$ cat config.mk
export PLATFORM = sky130hd
export DESIGN_NAME = usb_bit_encoder
export DESIGN_NICKNAME = d
export VERILOG_FILES = /design/src/rtl/usb_bit_encoder.sv
export SDC_FILE = /design/constraint.sdc
export NUM_CORES = 1
export LEC_CHECK = 0
export ABC_AREA = 1
export CORE_ASPECT_RATIO = 1.5
export CORE_UTILIZATION = 40
export CTS_CLUSTER_DIAMETER = 200
export DETAILED_ROUTE_END_ITERATION = 12
export PLACE_DENSITY = 0.73
export REMOVE_ABC_BUFFERS = 1
export SETUP_SLACK_MARGIN = 0.3
export SYNTH_ARGS = -nofsm -noshare
export SYNTH_HDL_FRONTEND = slang
export SYNTH_SLANG_ARGS = --single-unit
$ cat constraint.sdc
create_clock -name clk -period 2.6 [get_ports clk]
set_clock_uncertainty 0.2 [all_clocks]
set_input_delay 0.39 -clock clk [delete_from_list [all_inputs] [get_ports clk]]
set_output_delay 0.39 -clock clk [all_outputs]
set_load 0.005 [all_outputs]
$ cat src/rtl/usb_bit_encoder.sv
// USB serial transmit stage: takes one 99-bit packet, sends it as NRZI with bit
// stuffing and an appended CRC5/CRC16, then drives SE0/J end-of-packet.
module usb_bit_encoder #(
    parameter int STUFF_LEN   = 6,
    parameter int EOP_SE0_LEN = 2
) (
    input  logic        clk,
    input  logic        rst_b,
    input  logic [98:0] pkt_in,
    input  logic        pkt_in_avail,
    output logic        nrzi_out,
    output logic        se0,
    output logic        out_en,
    output logic        pkt_sent,
    output logic        busy
);
    localparam int            SW        = $clog2(STUFF_LEN + 1);
    localparam logic [SW-1:0] STUFF_MAX = SW'(STUFF_LEN);
    localparam logic [6:0]    EOP_LAST  = 7'(EOP_SE0_LEN);

    typedef enum logic [2:0] {IDLE, SYNC_PID, PAYLOAD, CRC, EOP_SE0, EOP_J} state_t;

    // state/bit_cnt describe the bit currently on the line; the comb block
    // picks the bit that goes out next.
    state_t        state, nxt_field, tgt;
    logic [98:0]   sr;
    logic [6:0]    bit_cnt, field_len;
    logic [SW-1:0] ones;
    logic [15:0]   crc, crc_base, crc_nx;
    logic [1:0]    cls;
    logic          hs, tok, field_done, stuff_due, dbit, fb;

    assign hs        = ~cls[0];
    assign tok       = (cls == 2'b01);
    assign stuff_due = (ones == STUFF_MAX);
    assign busy      = (state != IDLE);
    assign out_en    = busy;

    always_comb begin
        field_len = 7'd16;
        nxt_field = EOP_SE0;
        case (state)
            SYNC_PID: nxt_field = hs ? EOP_SE0 : PAYLOAD;
            PAYLOAD: begin
                field_len = tok ? 7'd11 : 7'd64;
                nxt_field = CRC;
            end
            CRC:     field_len = tok ? 7'd5 : 7'd16;
            default: ;
        endcase
        field_done = (bit_cnt == field_len);
        tgt        = field_done ? nxt_field : state;
        // the register is seeded only when the first payload bit goes out
        crc_base   = (state != PAYLOAD) ? (tok ? 16'h001F : 16'hFFFF) : crc;
        dbit       = (tgt == CRC) ? ~(tok ? crc[4] : crc[15]) : sr[98];
        fb         = dbit ^ (tok ? crc_base[4] : crc_base[15]);
        crc_nx     = {crc_base[14:0], 1'b0} ^ (fb ? (tok ? 16'h0005 : 16'h8005) : 16'h0000);
    end

    always_ff @(posedge clk or negedge rst_b) begin
        if (!rst_b) begin
            state    <= IDLE;
            sr       <= '0;
            bit_cnt  <= '0;
            ones     <= '0;
            crc      <= '0;
            cls      <= '0;
            nrzi_out <= 1'b1;
            se0      <= 1'b0;
            pkt_sent <= 1'b0;
        end else begin
            pkt_sent <= 1'b0;
            case (state)
                IDLE: if (pkt_in_avail) begin
                    state    <= SYNC_PID;
                    cls      <= pkt_in[84:83];
                    sr       <= {pkt_in[97:0], 1'b0};
                    nrzi_out <= pkt_in[98];  // line idles at J, a 0 toggles to K
                    bit_cnt  <= 7'd1;
                    ones     <= SW'(pkt_in[98]);
                end
                SYNC_PID, PAYLOAD, CRC: begin
                    if (stuff_due) begin
                        nrzi_out <= ~nrzi_out;
                        ones     <= '0;
                    end else if (tgt == EOP_SE0) begin
                        state   <= EOP_SE0;
                        se0     <= 1'b1;
                        bit_cnt <= 7'd1;
                        ones    <= '0;
                    end else begin
                        state   <= tgt;
                        bit_cnt <= field_done ? 7'd1 : bit_cnt + 7'd1;
                        ones    <= dbit ? ones + SW'(1) : '0;
                        if (!dbit)
                            nrzi_out <= ~nrzi_out;
                        if (tgt != CRC)
                            sr <= sr << 1;
                        if (tgt == PAYLOAD)
                            crc <= crc_nx;
                        else
                            crc <= crc << 1;
                    end
                end
                EOP_SE0: begin
                    if (bit_cnt == EOP_LAST) begin
                        state    <= EOP_J;
                        se0      <= 1'b0;
                        nrzi_out <= 1'b1;
                        pkt_sent <= 1'b1;
                    end else begin
                        bit_cnt <= bit_cnt + 7'd1;
                    end
                end
                EOP_J: begin
                    state   <= IDLE;
                    bit_cnt <= '0;
                end
                default: state <= IDLE;
            endcase
        end
    end
endmodule

# Word-level counts from Yosys, hierarchy flattened
# Index checks and enable logic that the tools add are counted.
# Widths: inputs -> output; s select.
[word_totals]
memories = 0
mem_bits_ro = 0
input_bits = 102
latch_bits = 0
out_inout_bits = 5
ramBits = 0
register_bits = 133
[op_classes]
magnitude_cmp = 0
n_mul = 0
n_reduce_logical = 15
bitwise = 6
muxes = 47
n_div = 0
n_eq_ne = 23
shifts = 0
add_sub_neg = 2
[ops]
columns = ["op", "count"]
rows = [
  ["$mux 99", 4],
  ["$pmux 99 s2", 1],
  ["$mux 16", 5],
  ["$mux 7", 6],
  ["$mux 3", 10],
  ["$pmux 7 s4", 1],
  ["$xor 16x16->16", 1],
  ["$ne 2x2->1 const B", 7],
  ["$pmux 7 s2", 1],
  ["$mux 1", 13],
  ["$eq 3x2->1 const B", 4],
  ["$eq 3x3->1 const B", 4],
  ["$pmux 3 s2", 2],
  ["$reduce_and 5->1", 2],
  ["$pmux 3 s3", 1],
  ["$reduce_and 4->1", 2],
  ["$add 7x1->7 const B", 1],
  ["$eq 7x2->1 const B", 1],
  ["$eq 7x7->1", 1],
  ["$ne 3x2->1 const B", 2],
  ["$ne 3x3->1 const B", 2],
  ["$reduce_and 3->1", 2],
  ["$reduce_bool 3->1", 2],
  ["$mux 5", 1],
  ["other kinds (12)", 17],
]

# Longest topological paths before layout
# Gate-level depths: netlist of the first run.
[logic_depth]
word_depth = 11
mapped_depth = 18
depth_no_buf = 18

# Worst setup path before layout of the first run
# Ideal clock, no wire load.
[synth_timing]
path_type = "flip-flop to flip-flop"
startpoint = "register state[2]"
endpoint = "register crc[3]"
path_stages_with_launch = 16
period_less_slack_ns = 2.316
setup_slack_ns = 0.284
arrival_ns = 1.993
n_path_buf = 3
cell_sequence = "dfrtp_1 -> buf_4 -> nor2_8 -> nand3_1 -> nand2_1 -> nand2_1 -> nor2_4 -> nand3_2 -> nand2_1 -> nand2_2 -> nor3_2 -> nor2_1 -> buf_6 -> buf_6 -> o21ai_0 -> nand2_1"
[synth_via]
elab_chain_len = 10
elab_cells_between_ends = 21
[synth_lines]
columns = ["element", "line", "source"]
rows = [
  ["from (decl)", "25", "state_t state, nxt_field, tgt;"],
  ["from (signal assigned)", "92", "state <= tgt;"],
  ["$eq 3x2->1", "42, 73", ""],
  ["$pmux 7 s2", "42", "case (state)"],
  ["$eq 7x7->1", "51", "field_done = (bit_cnt == field_len);"],
  ["$mux 3", "52", "tgt = field_done ? nxt_field : state;"],
  ["$eq 3x2->1", "55", "dbit = (tgt == CRC) ? ~(tok ? crc[4] : crc[15]) : sr[98];"],
  ["$mux 1", "55", ""],
  ["$xor 1x1->1", "56", "fb = dbit ^ (tok ? crc_base[4] : crc_base[15]);"],
  ["$mux 16", "57", "crc_nx = {crc_base[14:0], 1'b0} ^ (fb ? (tok ? 16'h0005 : 16'h8005) : 16'h0000);"],
  ["$xor 16x16->16", "57", ""],
  ["$mux 16", "99", "if (tgt == PAYLOAD)"],
  ["to (signal assigned)", "100", "crc <= crc_nx;"],
  ["to (signal assigned)", "102", "crc <= crc << 1;"],
  ["to (decl)", "29", "logic [15:0] crc, crc_base, crc_nx;"],
]
# Parallel ways exist; a longest one is shown, timed or not.
# A chain may end at the register's enable or synchronous reset.

# Worst setup path in the final report of the first run
[layout_timing]
startpoint = "register state[0]"
endpoint = "register crc[14]"
# The elaborated chain is that of the path after synthesis.

==> results.yml, run 1 <==
setup_path:
  critPathCaptureType: "flip-flop"
  worst_ep_required_time_ns: 2.72
  crit_path_max_fanout: 7
  rrSetupSlack_ns: -0.13
  worstPathArrival_ns: 2.85
  crit_path_start_kind: "flip-flop"
  critPathKind: "reg2reg"
routing:
  met2WireLength_um: 9031
  antenna_left: 0
  drt-initial-drc-count: 322
  vias: 6054
  wl_met3_um: 594
  highest_layer: "met5"
  drt-pass1-iter-count: 5
  post_drt_wl_per_cell_um: 14.60
  post-route-drc-count: 0
  avgViaCountPerCell: 5.188
  wl_um: 17040
  wl_met1_um: 6984
floorplanning:
  chipWidth_um: 108.8
  core_um2: 16760
  dieArea_um2: 17640
  num_rows: 58
  start_util: 0.4080
  ios: 107
  die_h_um: 162.1
grt:
  track_usage: 0.1784
  grt_pass1_vias: 5494
  grt_max_degree: 112
  grt_pass1_wl_um: 24900
  antenna_found_initial: 1
  grt_overflow: 0
yosys:
  synthTopCellsByArea: "dfrtp_1 48%, o211ai_1 8.7%, nand2_1 8.2%"
  synth_top_cell_area_share: 0.4793
  synth.ff_latch_count: 132
  synth_edf_count: 0
  avgSynthCellArea_um2: 8.528
  synth_common_cells: "150 x nand2_1, 131 x dfrtp_1, 129 x inv_1, 84 x o21ai_1, 79 x o211ai_1"
  seq_area_frac_synth: 0.4832
  synthXorXnorAreaFrac: 0.002561
  synth.area.mux_share: 0
  dominantRegCellSynth: "dfrtp_1"
  yosysMostFrequentCell: "nand2_1"
  synth_cells: 802
  yosys_warnings: 0
  synth_top_family_by_area: "compound AO/OA/AOI/OAI gates"
  synthAdderAreaFrac: 0.007318
  synth-simple-area-share: 0.1518
  netlist_area_um2: 6839
  synth_largest_area_cell: "dfrtp_1"
  synth_compound_area_frac: 0.2364
  synth_cell_types: 41
  synth-async-reset-ratio: 1.000
pwr:
  p_leak_nw: 4.515
  p_sw_mw: 4.981
  ir_drop_mv: 0.8057
  p_comb_frac: 0.529
  clock_power_share: 0.196
  power_frac_seq: 0.275
  powerDensity_nw_per_um2: 1332
  power.internal_mw: 7.713
  switching_share: 0.3924
timing:
  grt_setup_unrepaired: "true"
  max_freq_mhz: 366.7
  fin_ws_ns: -0.1269
  max_slew_margin: 0.6161
  finalCriticalPeriod_ns: 2.727
  fin_crit_sh: 1.049
  hold_viol: 0
  slew_viol_final: 0
  finalSetupTns_ns: -2.038
  setup_viol: 71
  worst_pin_slew_ns: 0.5759
clock_network:
  root_buffer: "clkbuf_16"
  cts_tree: "yes"
  cts_num_sinks: 132
  cts_made_buffers: 17
  path_clk_slew_ns: 0.05
  htree_num_levels: 4
  cts_buffer_depth: 2
  clk_latency_ns: 0.40
placed_design:
  dp_cells: 1102
  numPortBuffers: 106
  gp_congestion: 0.8806
  hpwl_um: 9977
status:
  status: "finished, violations left"
  violations: "negative setup slack"
final_layout:
  num_antenna_cells: 0
  drive_above_1_share: 0.2079
  layout.cells.non_filler: 1167
  area.growth.synth_to_final_pct: 39.39
  nets: 1051
run:
  drv_cap: 0
min_path:
  hold_class: "reg2reg"
-- layout by cell type (no fill, tap or decap), drive strengths merged, types with 2 or more instances in the layout --
master,Yosys,routed
buf,29,59
clkdlybuf4s50,0,103
bufinv,0,4
nand4,7,7
ha,4,4
o21ai,118,119
o211ai,98,98
nor3,4,4
a31oi,2,2
inv,136,137
nand3,25,25
clkbuf,18,27
clkinv,0,4
a21oi,18,18
dfrtp,131,131
nand2,153,153
o22ai,2,2
nor2,48,48
-- registers in the layout (all words and copies together) (netlist names) --
name and flops:
sr 98, cls 2, ones 3, nrzi_out 1, pkt_sent 1, crc 16
state 3, se0 1, bit_cnt 7
-- critical path, stage by stage, from the launching register on --
cell and delay (ns):
dfrtp_2 0.48, inv_2 0.12, nand2_4 0.10, nand2_1 0.06
nand2_1 0.09, nand2_2 0.08, nor2_4 0.14, nand4_1 0.16
buf_6 0.18, nand2_4 0.11, inv_2 0.06, nor3_4 0.27
inv_2 0.13, o21ai_4 0.25, a21oi_1 0.08, a21oi_1 0.14
-- layout make-up --
type                       instances  area [um^2]
timing repair buffer             170         1839
multi-input combinational        488         3007
fill                            1413         7231
clock buffer                      22        454.2
tap                              210        262.8
inverter                         136        510.5
clock inverter                     9        152.6
sequential                       132         3307
-- routing by layer --
metal | track usage | vias to the layer above
met4 | 0.07248 | 2
met3 | 0.03291 | 33
li1 | - | 2953
met1 | 0.2228 | 2902
met2 | 0.3003 | 164
met5 | 0 | -
-- cells by family (layout without fill, tap and decap cells) --
family	count (synthesis)	count (layout)
compound gates	242	243
simple gates	239	239
buf+inv	183	337
flops	132	132
fa+ha+maj	4	4
xor+xnor	2	2
-- path summary, 6_finish.rpt --
check                                      from                      to  cells past startpoint
max in group asynchronous                 rst_b      sr[53]$_DFFE_PN0P_                      3
min                             se0$_DFFE_PN0P_         se0$_DFFE_PN0P_                      2
max reg2reg                state[0]$_DFFE_PN0P_     crc[14]$_DFFE_PN0P_                     15
min reg2reg                     se0$_DFFE_PN0P_         se0$_DFFE_PN0P_                      2
max                        state[0]$_DFFE_PN0P_     crc[14]$_DFFE_PN0P_                     15
min in group asynchronous                 rst_b  bit_cnt[4]$_DFFE_PN0P_                      2
-- power by group through the flow --
stage / sequential (mW) / combinational [mW] / clock [mW]
2_1_floorplan: 3.44 / 4.38 / 0
3_3_place_gp: 3.45 / 5.38 / 0
3_5_place_dp: 3.48 / 5.55 / 0
4_1_cts: 3.47 / 5.73 / 2.52
5_1_grt: 3.58 / 7.47 / 2.61
6_report: 3.49 / 6.72 / 2.48
-- metrics by stage --
step / hold slack (ns) / power [mW] / setup WS, ns / instance area [um^2] / utilization
after floorplan: -0.1056 / 7.817 / -4.272 / 6538 / -
after global placement: 0.2203 / 8.835 / 0.06530 / 8225 / 0.4907
after detailed placement: 0.2167 / 9.033 / -0.02714 / 8225 / 0.4907
after CTS: 0.2762 / 11.72 / 0.08558 / 8966 / 0.5349
after global routing: 0.3111 / 13.66 / -0.2415 / 9533 / 0.5687
final: 0.2746 / 12.69 / -0.1269 / 9533 / 0.5687
-- what timing repair did --
item	in CTS	in global routing
endpoints found under the setup margin	126	126
cloned	0	11
hold endpoints to repair	56	0
hold buffers	1	0
resized for setup	27	81
pin swaps	3	16
buffers inserted	6	16
(Power assumes the default switching activity.)
==> run 2: changes to the inputs <==
--- a/config.mk
+++ b/config.mk
@@ -7,8 +7,9 @@
 export LEC_CHECK = 0
 export ABC_AREA = 1
 export CORE_ASPECT_RATIO = 1.5
+export CORE_MARGIN = 4
 export CORE_UTILIZATION = 40
-export CTS_CLUSTER_DIAMETER = 200
+export CTS_CLUSTER_DIAMETER = 30
 export DETAILED_ROUTE_END_ITERATION = 12
 export PLACE_DENSITY = 0.73
 export REMOVE_ABC_BUFFERS = 1
==> run 2 against run 1 <==
First-iteration DRC count decreased by 16%; sequential power about the same; flip-flop and latch count unchanged; the flow still finishes with violations (negative setup slack); clock-buffer cell count decreased by 3; global-route usage decreased by 0.89 points; total power increased by 1.3%; register-to-register slack improved by 0.097 ns; critical endpoint is now sr[29]$_DFFE_PN0P_.
==> results.yml, run 2 (synthesized netlist as in run 1, its figures left out) <==
min_path:
  holdPathEnd: "crc[2]$_DFFE_PN0P_"
  min-delay-start: "crc[2]$_DFFE_PN0P_"
  hold_class: "reg2reg"
  hold_depth: 2
grt:
  antenna_found_initial: 0
  track_usage: 0.1695
  grt_pass1_wl_um: 26860
  grt_max_degree: 153
  grt_overflow: 0
  grt_pass1_vias: 5852
final_layout:
  layout_common_cells: "136 x nand2_1, 128 x dfrtp_1, 127 x inv_1"
  layout_commonest_cell: "nand2_1"
  post-route-cell-area_um2: 9560
  postLayoutCoreUtil: 0.5703
  nets: 1050
  area.growth.synth_to_final_pct: 39.79
  largest_reg_flops: 98
  num_antenna_cells: 0
  largest-register: "sr"
  reg_top3: "sr x98, crc x16, bit_cnt x7"
  drive_above_1_share: 0.2061
routing:
  post-route-drc-count: 0
  post_drt_wl_per_cell_um: 14.28
  highest_layer: "met4"
  wl_um: 16650
  wl_met3_um: 528
  drt-pass1-iter-count: 4
  met2WireLength_um: 8965
  antenna_left: 0
  wl_met1_um: 6830
  drt-initial-drc-count: 270
  avgViaCountPerCell: 5.101
  vias: 5948
floorplanning:
  core_um2: 16760
  chipWidth_um: 114.8
  start_util: 0.4080
  num_rows: 58
  ios: 107
  dieArea_um2: 19300
  die_h_um: 168.1
run:
  drv_cap: 0
clock_network:
  cts_buffer_depth: 2
  cts_num_sinks: 132
  path_clk_slew_ns: 0.06
  root_buffer: "clkbuf_16"
  htree_num_levels: 4
  cts_tree: "yes"
  cts_made_buffers: 17
  clk_latency_ns: 0.41
status:
  violations: "negative setup slack"
  status: "finished, violations left"
placed_design:
  place_area_um2: 8258
  numPortBuffers: 106
  hpwl_um: 10470
  gp_congestion: 0.8333
timing:
  max_slew_margin: 0.5409
  hold_ws_ns: 0.2767
  grt_setup_unrepaired: "true"
  worst_pin_slew_ns: 0.6886
  finalCriticalPeriod_ns: 2.630
  max_freq_mhz: 380.2
  hold_viol: 0
  fin_crit_sh: 1.012
  fin_ws_ns: -0.03040
  setup_viol: 26
  slew_viol_final: 0
setup_path:
  worst_ep_required_time_ns: 2.68
  critPathKind: "reg2reg"
  crit_path_start_kind: "flip-flop"
  rrSetupSlack_ns: -0.03
  r2r_end: "sr[29]$_DFFE_PN0P_"
  worstReg2RegStart: "state[2]$_DFFE_PN0P_"
  worstPathArrival_ns: 2.71
  reg2reg_depth: 15
  crit_path_max_fanout: 13
  critPathCaptureType: "flip-flop"
pwr:
  powerDensity_nw_per_um2: 1344
  ir_drop_mv: 0.7889
  p_leak_nw: 4.548
## run 2: cell types whose count changed in the layout (fill, tap and decap cells not counted), moves of 3 or more
cell | previous run | this run
inv_1 | 124 | 127
buf_6 | 15 | 8
buf_16 | 0 | 3
clkbuf_1 | 4 | 1
inv_2 | 12 | 9
o21ai_1 | 88 | 85
clkinvlp_4 | 0 | 3
nor2_4 | 12 | 9
## run 2: timing repair
item                                    4_1_cts  5_1_grt
hold endpoints to repair                     47        0
endpoints found under the setup margin      125      127
hold buffers                                  1        0
resized for setup                            53       48
cloned                                        6        4
buffers inserted                             10        6
pin swaps                                    14       17
## run 2: where the power goes
group	internal, mW	total [mW]	switching [mW]
combinational	3.13	6.83	3.70
clock	1.63	2.54	0.910
sequential	3.12	3.49	0.367
## run 2: routing by layer
metal  global-route usage  vias up
li1                     -     2958
met1               0.2100     2836
met2               0.2935      130
met3              0.02553       24
met4              0.06742        0
met5                    0        -
## run 2: worst max path at each step
| stage | start | to | slack [ns] | cells past startpoint |
|---|---|---|---|---|
| finish | state[2]$_DFFE_PN0P_ | sr[29]$_DFFE_PN0P_ | -0.03 | 15 |
| detailed placement | cls[0]$_DFFE_PN0P_ | crc[15]$_DFFE_PN0P_ | -0.04 | 14 |
| CTS | state[1]$_DFFE_PN0P_ | sr[22]$_DFFE_PN0P_ | 0.04 | 15 |
| global route | cls[0]$_DFFE_PN0P_ | sr[47]$_DFFE_PN0P_ | -0.16 | 16 |
| global placement | cls[0]$_DFFE_PN0P_ | sr[96]$_DFFE_PN0P_ | 0.06 | 16 |
| floorplan | state[2]$_DFFE_PN0P_ | crc[15]$_DFFE_PN0P_ | -4.27 | 9 |
## run 2: through the flow
| step | TNS [ns] | setup slack [ns] | cells | power, mW |
|---|---|---|---|---|
| finish | -0.4652 | -0.03040 | 1166 | 12.85 |
| global route | -12.49 | -0.1554 | 1166 | 13.91 |
| CTS | 0 | 0.03955 | 1156 | 12.36 |
| detailed placement | -0.1293 | -0.03988 | 1108 | 9.087 |
| global placement | 0 | 0.05818 | 1108 | 8.914 |
| floorplan | -513.31 | -4.272 | 755 | 7.817 |
## run 2: worst max-delay path, stage by stage (launching register included)
cell and delay [ns]:
dfrtp_2 0.46, nor2_8 0.19, nand3_2 0.12, nand2_2 0.08, nand2_2 0.06, nor2_4 0.15
nand3_4 0.11, nand2_1 0.14, nand2_4 0.11, nand3_4 0.11, inv_2 0.05, nor2_4 0.19
buf_8 0.18, buf_12 0.11, clkbuf_16 0.16, o21ai_1 0.07
## run 2: area by class of cell
type                       instances  area, um^2
tap                              210       262.8
fill                            1435        7203
clock buffer                      19       442.9
sequential                       132        3308
timing repair buffer             169        1882
multi-input combinational        488        2975
clock inverter                    12       178.9
inverter                         136       510.5
